## src/rtl/sensor_input_conditioner_pkg.sv

```systemverilog
`default_nettype none
// ============================================================================
//  Module   : irrigation_pkg
//  Purpose  : Shared channel indices, counts and default timing for the
//             irrigation front-end input conditioner.
//  Revision : 1.0 - initial release
// ============================================================================
package irrigation_pkg;

    // Sensor bit positions on raw_sensors / stable_sensors
    localparam int SNS_LOW_WATER  = 0;
    localparam int SNS_MID_WATER  = 1;
    localparam int SNS_HIGH_WATER = 2;
    localparam int SNS_EARTH_HUM  = 3;
    localparam int SNS_AIR_HUM    = 4;
    localparam int SNS_LOW_TEMP   = 5;

    // Button bit positions on raw_buttons / button_pulse
    localparam int BTN_PULSE_3    = 0;
    localparam int BTN_PULSE_2    = 1;

    localparam int N_SENSORS      = 6;
    localparam int N_BUTTONS      = 2;

    // Default debounce timing
    localparam int DEFAULT_TICK_DIV        = 16;
    localparam int DEFAULT_DEBOUNCE_CYCLES = 4;

endpackage : irrigation_pkg
`default_nettype wire

```

## src/rtl/sensor_input_conditioner_if.sv

```systemverilog
`default_nettype none
// ============================================================================
//  Module   : sensor_input_conditioner_if
//  Purpose  : Field-input bundle between the raw I/O side and the input
//             conditioner. master = field/raw side, slave = conditioner.
//  Revision : 1.0 - initial release
// ============================================================================
interface sensor_input_conditioner_if;
    import irrigation_pkg::*;

    logic [N_SENSORS-1:0] raw_sensors;
    logic [N_BUTTONS-1:0] raw_buttons;
    logic [N_SENSORS-1:0] stable_sensors;
    logic [N_BUTTONS-1:0] button_pulse;
    logic                 sensors_valid;

    modport master (
        output raw_sensors,
        output raw_buttons,
        input  stable_sensors,
        input  button_pulse,
        input  sensors_valid
    );

    modport slave (
        input  raw_sensors,
        input  raw_buttons,
        output stable_sensors,
        output button_pulse,
        output sensors_valid
    );

endinterface : sensor_input_conditioner_if
`default_nettype wire

```

## src/rtl/sensor_input_conditioner_debounce_channel.sv

```systemverilog
`default_nettype none
// ============================================================================
//  Module   : debounce_channel
//  Purpose  : One input channel: two-flop synchroniser, optional polarity
//             inversion, tick-counted debounce and the accepted-level flop.
//  Revision : 1.0 - initial release
// ============================================================================
module debounce_channel #(
    parameter logic RESET_VALUE     = 1'b0,  // synchroniser idle level
    parameter logic INVERT          = 1'b0,  // 1 for active-low inputs
    parameter int   DEBOUNCE_CYCLES = 4
) (
    input  wire logic clock,
    input  wire logic reset,
    input  wire logic tick,
    input  wire logic raw,
    output logic      stable
);

    localparam int                c_cnt_w = $clog2(DEBOUNCE_CYCLES + 1);
    // Reaching this count on a tick means the DEBOUNCE_CYCLES-th differing tick
    localparam logic [c_cnt_w-1:0] c_last = c_cnt_w'(DEBOUNCE_CYCLES - 1);

    logic               r_sync_meta;
    logic               r_sync;
    logic               r_stable;
    logic [c_cnt_w-1:0] r_count;
    logic               w_level;

    // Active-high view of the synchronised input
    assign w_level = r_sync ^ INVERT;

    // Synchronise, then accept a new level after enough consecutive differing ticks
    always_ff @(posedge clock or posedge reset) begin
        if (reset) begin
            r_sync_meta <= RESET_VALUE;
            r_sync      <= RESET_VALUE;
            r_stable    <= 1'b0;
            r_count     <= '0;
        end else begin
            r_sync_meta <= raw;
            r_sync      <= r_sync_meta;
            if (w_level == r_stable) begin
                r_count <= '0;
            end else if (tick) begin
                if (r_count == c_last) begin
                    r_stable <= w_level;
                    r_count  <= '0;
                end else begin
                    r_count  <= r_count + 1'b1;
                end
            end
        end
    end

    assign stable = r_stable;

endmodule : debounce_channel
`default_nettype wire

```

## src/rtl/sensor_input_conditioner.sv

```systemverilog
`default_nettype none
// ============================================================================
//  Module   : sensor_input_conditioner
//  Purpose  : Synchronises and debounces the six level sensors and the two
//             active-low buttons; turns accepted presses into 1-clock pulses
//             and flags when the first debounce window has elapsed.
//  Revision : 1.0 - initial release
// ============================================================================
module sensor_input_conditioner
    import irrigation_pkg::*;
#(
    parameter int TICK_DIV        = DEFAULT_TICK_DIV,
    parameter int DEBOUNCE_CYCLES = DEFAULT_DEBOUNCE_CYCLES
) (
    input  wire logic                 clock,
    input  wire logic                 reset,
    sensor_input_conditioner_if.slave sig
);

    localparam int                    c_pre_w    = $clog2(TICK_DIV);
    localparam logic [c_pre_w-1:0]    c_pre_last = c_pre_w'(TICK_DIV - 1);
    localparam int                    c_start_w  = $clog2(DEBOUNCE_CYCLES + 1);
    localparam logic [c_start_w-1:0]  c_start_last = c_start_w'(DEBOUNCE_CYCLES - 1);

    logic [c_pre_w-1:0]   r_prescale;
    logic [c_start_w-1:0] r_startup;
    logic                 r_valid;
    logic                 r_valid_d;
    logic [N_BUTTONS-1:0] r_buttons_prev;
    logic [N_BUTTONS-1:0] r_pulse;
    logic                 w_tick;
    logic [N_SENSORS-1:0] w_stable_sensors;
    logic [N_BUTTONS-1:0] w_stable_buttons;

    assign w_tick = (r_prescale == c_pre_last);

    // Free-running sample-tick prescaler shared by every channel
    always_ff @(posedge clock or posedge reset) begin
        if (reset) begin
            r_prescale <= '0;
        end else if (w_tick) begin
            r_prescale <= '0;
        end else begin
            r_prescale <= r_prescale + 1'b1;
        end
    end

    // Count startup ticks; valid rises on the edge of the last window tick and sticks
    always_ff @(posedge clock or posedge reset) begin
        if (reset) begin
            r_startup <= '0;
            r_valid   <= 1'b0;
        end else if (w_tick && !r_valid) begin
            if (r_startup == c_start_last) begin
                r_valid <= 1'b1;
            end else begin
                r_startup <= r_startup + 1'b1;
            end
        end
    end

    generate
        for (genvar i = 0; i < N_SENSORS; i++) begin : g_sensor
            debounce_channel #(
                .RESET_VALUE     (1'b0),
                .INVERT          (1'b0),
                .DEBOUNCE_CYCLES (DEBOUNCE_CYCLES)
            ) u_chan (
                .clock  (clock),
                .reset  (reset),
                .tick   (w_tick),
                .raw    (sig.raw_sensors[i]),
                .stable (w_stable_sensors[i])
            );
        end

        // Buttons idle high (released) and are inverted so 1 = pressed
        for (genvar i = 0; i < N_BUTTONS; i++) begin : g_button
            debounce_channel #(
                .RESET_VALUE     (1'b1),
                .INVERT          (1'b1),
                .DEBOUNCE_CYCLES (DEBOUNCE_CYCLES)
            ) u_chan (
                .clock  (clock),
                .reset  (reset),
                .tick   (w_tick),
                .raw    (sig.raw_buttons[i]),
                .stable (w_stable_buttons[i])
            );
        end
    endgenerate

    // Rising-edge pulse, qualified by valid as it stood before the press was
    // accepted, so a press accepted on the same edge as valid (held through
    // reset) is suppressed
    always_ff @(posedge clock or posedge reset) begin
        if (reset) begin
            r_buttons_prev <= '0;
            r_valid_d      <= 1'b0;
            r_pulse        <= '0;
        end else begin
            r_buttons_prev <= w_stable_buttons;
            r_valid_d      <= r_valid;
            r_pulse        <= w_stable_buttons & ~r_buttons_prev & {N_BUTTONS{r_valid_d}};
        end
    end

    assign sig.stable_sensors = w_stable_sensors;
    assign sig.button_pulse   = r_pulse;
    assign sig.sensors_valid  = r_valid;

endmodule : sensor_input_conditioner
`default_nettype wire

```

## src/flat_wrapper.sv

```systemverilog
// flat-port wrapper written by rule: the top's interface ports become plain ports
module sensor_input_conditioner_flat import irrigation_pkg::*;
#(
    parameter int TICK_DIV        = DEFAULT_TICK_DIV,
    parameter int DEBOUNCE_CYCLES = DEFAULT_DEBOUNCE_CYCLES
)
  (clock, reset, sig_raw_sensors, sig_raw_buttons, sig_stable_sensors, sig_button_pulse, sig_sensors_valid);
  sensor_input_conditioner_if sig_i ();
  input  wire logic clock;
  input  wire logic reset;
  input wire logic [$bits(sig_i.raw_sensors)-1:0] sig_raw_sensors;
  input wire logic [$bits(sig_i.raw_buttons)-1:0] sig_raw_buttons;
  output wire logic [$bits(sig_i.stable_sensors)-1:0] sig_stable_sensors;
  output wire logic [$bits(sig_i.button_pulse)-1:0] sig_button_pulse;
  output wire logic [$bits(sig_i.sensors_valid)-1:0] sig_sensors_valid;
  assign sig_i.raw_sensors = sig_raw_sensors;
  assign sig_i.raw_buttons = sig_raw_buttons;
  assign sig_stable_sensors = sig_i.stable_sensors;
  assign sig_button_pulse = sig_i.button_pulse;
  assign sig_sensors_valid = sig_i.sensors_valid;
  sensor_input_conditioner #(.TICK_DIV(TICK_DIV), .DEBOUNCE_CYCLES(DEBOUNCE_CYCLES)) u_core (.clock(clock), .reset(reset), .sig(sig_i));
endmodule
```

## config.mk

```make
export PLATFORM = sky130hd
export DESIGN_NAME = sensor_input_conditioner_flat
export DESIGN_NICKNAME = d
export VERILOG_FILES = /design/src/rtl/sensor_input_conditioner_pkg.sv /design/src/rtl/sensor_input_conditioner_if.sv /design/src/rtl/sensor_input_conditioner_debounce_channel.sv /design/src/rtl/sensor_input_conditioner.sv /design/src/flat_wrapper.sv
export SDC_FILE = /design/constraint.sdc
export NUM_CORES = 1
export LEC_CHECK = 0
export CAP_MARGIN = 20
export CORE_MARGIN = 4
export CORE_UTILIZATION = 29
export DETAILED_ROUTE_END_ITERATION = 10
export SKIP_LAST_GASP = 1
export SLEW_MARGIN = 25
export SYNTH_ARGS = -nofsm -noshare
export SYNTH_HDL_FRONTEND = slang
export SYNTH_SLANG_ARGS = --single-unit
```

## constraint.sdc

```tcl
create_clock -name clock -period 3.42 [get_ports clock]
set_input_delay 1.026 -clock clock [delete_from_list [all_inputs] [get_ports clock]]
set_output_delay 1.026 -clock clock [all_outputs]
set_load 0.005 [all_outputs]
```

After elaboration in Yosys (flattened, before gate mapping)
Index checks and enable logic that the tools add are counted.
- $add $sub $neg: 10
- eq/ne operators: 18
- muxes and demuxes: 25
- bitwise gates (word level): 14
- reduce and logical (&&, ||, !) cells: 20
- operators by type and width (cell ; count):
    two-way mux 3 bit ; 24
    adder 3 x 1 -> 3 bit (second input constant) ; 9
    == test 3 x 2 -> 1 bit (second input constant) ; 9
    AND reduction 3 bit ; 8
    nonzero test 2 bit ; 8
    inverter 1 bit ; 11
    == test 1 bit ; 8
    adder 4 x 1 -> 4 bit (second input constant) ; 1
    AND 2 bit ; 2
    == test 4 bit (second input constant) ; 1
    two-way mux 4 bit ; 1
    AND reduction 2 bit ; 2
    inverter 2 bit ; 1
    logical AND 1 bit ; 1
    logical NOT 1 bit ; 1
- register bits: 61
- output and inout port bits: 9
- logic and storage cells: 125

Longest topological paths before layout
- word-level depth: 4
- mapped depth: 6
- mapped depth without buffers: 4

Cells and area by module
From an unflattened synthesis, not the netlist that was laid out.
- cells, all modules: 195
- area, all modules: 2454.9 µm²
- modules (own cells, without submodules) (module ; instances ; cells each ; area each (µm²) ; seq. area each (µm²)):
    debounce_channel at u_core.g_sensor[1].u_chan ... ; 5 ; 20 ; 245.2 ; 150.1
    sensor_input_conditioner ; 1 ; 35 ; 499.2 ; 325.3
    debounce_channel at u_core.g_button[0].u_chan ... ; 2 ; 20 ; 240.2 ; 152.6
    debounce_channel at u_core.g_sensor[0].u_chan ; 1 ; 20 ; 249.0 ; 150.1

Worst setup path after synthesis
OpenSTA, ideal clock, no wires.
- path kind: reg-to-reg
- start: reg u_core.r_startup[0]
- end: reg u_core.r_startup[1]
- data arrival time: 1.445 ns
- slack: 1.850 ns
- stages on the path, launching flop included: 5
- path buffers: 0
- path through: dfrtp_1 ha_1 ha_1 or3_4 mux2_4
- longest elaborated chain between the ends: 3
- ends and longest elaborated chain (what ; RTL line ; text):
    start: declaration ; sensor_input_conditioner.sv:26 ; logic [c_start_w-1:0] r_startup;
    start signal: assignment ; sensor_input_conditioner.sv:57 ; r_startup <= r_startup + 1'b1;
    parallel branches: the longest is 3 deep, another holds adder 3 x 1 -> 3 bit ; -- ;
Parallel ways; which one is timed is not known.
A chain may end at the register's enable or synchronous reset.

Worst setup path in the final report
- start: reg u_core.r_valid (netlist: u_core.sig.sensors_valid)
- end: out sig_sensors_valid
- RTL lines (what ; RTL line ; text):
    start: declaration ; sensor_input_conditioner.sv:27 ; logic r_valid;
    start signal: assignment ; sensor_input_conditioner.sv:52 ; r_valid <= 1'b0;
    start signal: assignment ; sensor_input_conditioner.sv:55 ; r_valid <= 1'b1;
    end: declaration ; flat_wrapper.sv:15 ; output wire logic [$bits(sig_i.sensors_valid)-1:0] sig_sensors_valid;
No word-level cell between the ends.

==> flow_summary.json <==
{
  "antenna_cells": 0,
  "clockPowerShare": 0.444,
  "io_pins": 19,
  "pwr-share-comb": 0.029,
  "synth.distinct_cells": 29,
  "slew_headroom": 0.679,
  "hold_violations": 0,
  "die_area_sq_mm": 0.00991,
  "crit_path_top_delay_cell": "clkdlybuf4s50_1",
  "grt_pass1_vias": 1550,
  "htreeDepth": 3,
  "start_util": 0.297,
  "drv_cap": 0,
  "crit_required_ps": 2390,
  "grt-ovfl-total": 0,
  "grt_max_degree": 29,
  "vias": 1464,
  "cp_top_family": "buffers and inverters",
  "routed_wl_mm": 3.71,
  "fin_skew_ps": 9.63,
  "place_hpwl_mm": 2.46,
  "rr_worst_depth": 4,
  "crit_path_max_fanout": 4,
  "cts.sink_count": 61,
  "worstSkewPairLatency_ps": 340,
  "p_sw_frac": 0.226,
  "syn2layout_area_growth_pct": 19.7,
  "regArea_sq_mm": 0.00153,
  "dr.pass1.iters": 4,
  "multi_input_area_sq_um": 791,
  "drt-initial-drc-count": 37,
  "worst_slew_pin_slew_ps": 480,
  "critical_path_class": "reg -> out",
  "synth_warnings": 0,
  "slew_viol_final": 0,
  "finalNetCount": 239,
  "die_x_microns": 99.6,
  "synth-seq-cells": 61,
  "post_cts_buffers": 0,
  "cts-hold-fix-buffers": 0,
  "io_buffer_count": 18,
  "hp-class": "reg -> reg",
  "syn_nets": 218,
  "cts_resized": 0,
  "cp-end-kind": "output port",
  "wl_per_cell_microns": 11.3,
  "syn-mean-instance-area_sq_um": 12.3,
  "leakage_uw": 0.00129,
  "yosysSeqAreaShare": 0.630,
  "cts_root_buf": "clkbuf_8",
  "period_minus_slack_ps": 2260,
  "crit_cells": 1,
  "drive_above_1_share": 0.148,
  "rsz0062_at_grt": "no",
  "p_int_uw": 1100,
  "antenna_found_initial": 0,
  "fillCellCount": 822,
  "syn_inst": 197,
  "holdPathStages": 0,
  "vias_per_cell": 4.46,
  "drc": 0,
  "grt_pass1_wl_mm": 6.91,
  "setup_viol": 0,
  "gp_congestion": 0.613,
  "tns_ps": 0,
  "cts_buffers": 9,
  "postLayoutCoreUtil": 0.356,
  "path_clk_slew_ps": 70,
  "clock.fmax_mhz": 442,
  "die_h_microns": 99.6,
  "grt.total_usage": 0.0882,
  "status": "finished clean",
  "rows": 33,
  "cts_tree": "yes",
  "arrival_ps": 1240,
  "worstSetupStartpointType": "flop",
  "cts_buffer_depth": 2,
  "coreArea_sq_mm": 0.00818,
  "ir_worst_vdd_v": 0.000195,
  "seqPwrFrac": 0.527,
  "path_buf_inv": 1,
  "synth.cell_area_sq_mm": 0.00243,
  "cp_cell_sequence": "clkdlybuf4s50_1",
  "ant_nets": 0,
  "critPathMaxStageDelay_ps": 510,
  "p_switching_uw": 320,
  "powerDensity_mw_per_mm2": 487,
  "min_period_over_period": 0.662
}
## placed cells by master, fill, tap and decap left out, types with 3 or more instances in the layout
cell type / Yosys / layout
ha_1: 11 / 11
nand2b_1: 6 / 6
a21oi_1: 17 / 17
inv_1: 11 / 10
dfrtp_1: 57 / 57
nand3_1: 6 / 6
clkdlybuf4s50_1: 0 / 18
dfstp_2: 4 / 4
xor2_1: 3 / 3
mux2_2: 6 / 6
clkinv_4: 0 / 3
clkbuf_8: 0 / 9
nand2_1: 21 / 21
a211oi_1: 8 / 8
xnor2_1: 7 / 7
nand3b_1: 6 / 6
nor2_1: 6 / 6
o21ai_0: 4 / 4
## sequential cells by signal, indices dropped and copies added (netlist names)
name                                cells
u_core.r_valid_d                        1
u_core.r_buttons_prev                   2
u_core.r_startup                        3
u_core.g_sensor.u_chan.r_count         18
u_core.g_button.u_chan.r_count          6
u_core.g_sensor.u_chan.r_sync           6
u_core.g_button.u_chan.r_sync           2
u_core.g_sensor.u_chan.stable           6
u_core.r_prescale                       4
u_core.g_button.u_chan.stable           2
u_core.sig.button_pulse                 2
u_core.sig.sensors_valid                1
u_core.g_button.u_chan.r_sync_meta      2
u_core.g_sensor.u_chan.r_sync_meta      6
## cell type report
type | instances | area share
clock buffers | 9 | 0.0426
multi-input cells | 114 | 0.272
inverters | 11 | 0.0142
clock inverters | 7 | 0.0258
well taps | 105 | 0.0452
flip-flops and latches | 61 | 0.526
repair buffers | 21 | 0.0740
## cells in the mapped netlist, drive strengths merged
cell type  number  share of area
nand3b          6          0.019
a21oi          17          0.035
nand2          21          0.032
a211oi          8          0.025
mux2i           1         0.0041
or3             2         0.0072
dfstp           4          0.043
a211o           1         0.0036
dfrtp          57           0.59
inv            11          0.017
o21ai           4         0.0082
o31ai           2         0.0062
nand2b          6          0.015
nand3           7          0.020
xor2            3          0.011
buf             9          0.025
ha             11          0.057
and3b           1         0.0036
nor2            6         0.0093
a21o            1         0.0031
clkbuf          2         0.0031
mux2            7          0.034
and3            2         0.0051
xnor2           7          0.025
nor2b           1         0.0026
## per-layer routing
layer,vias to the layer above,track usage,part of all wire
li1,707,-,-
met1,725,0.0983,0.44
met2,22,0.144,0.49
met3,10,0.0337,0.041
met4,0,0.0504,0.026
met5,-,0,0
## path summary, 6_finish.rpt
check / slack, ps / from / endpoint
max: 1160 / u_core.sig.sensors_valid / sig_sensors_valid
max reg2reg: 1580 / u_core.r_prescale[0] / u_core.r_startup[1]
min reg2reg: 350 / u_core.g_sensor[4].u_chan.r_sync_meta / u_core.g_sensor[4].u_chan.r_sync
min in group asynchronous: 1030 / reset / u_core.g_button[0].u_chan.r_count[2]
max in group asynchronous: 1770 / reset / u_core.g_button[1].u_chan.r_sync
min: 350 / u_core.g_sensor[4].u_chan.r_sync_meta / u_core.g_sensor[4].u_chan.r_sync
## metrics by stage
step	worst slack [ps]	instances	area [sq um]	hold WS [ps]	total power, uW
2_1_floorplan	888	197	2430	331	779
4_1_cts	1110	328	2910	354	1450
5_1_grt	1070	328	2910	357	1490
3_3_place_gp	1360	312	2710	331	801
6_report	1160	328	2910	350	1420
3_5_place_dp	1340	312	2710	336	803
## kinds of logic after synthesis
kind of cell,synth area share
compound gates,0.0808
xor+xnor,0.0360
fa+ha+maj,0.0566
buf+inv,0.0448
flops,0.630
mux,0.0381
simple gates,0.114
## power by group through the flow
stage	Clock (uW)	Sequential [uW]	Combinational, uW
after floorplan	0	757	22.5
after global placement	0	759	42.6
after detailed placement	0	759	43.8
after CTS	660	745	43.7
after global routing	692	747	48.5
final	628	746	41.7
No activity file was read; power rests on OpenSTA's default activity.
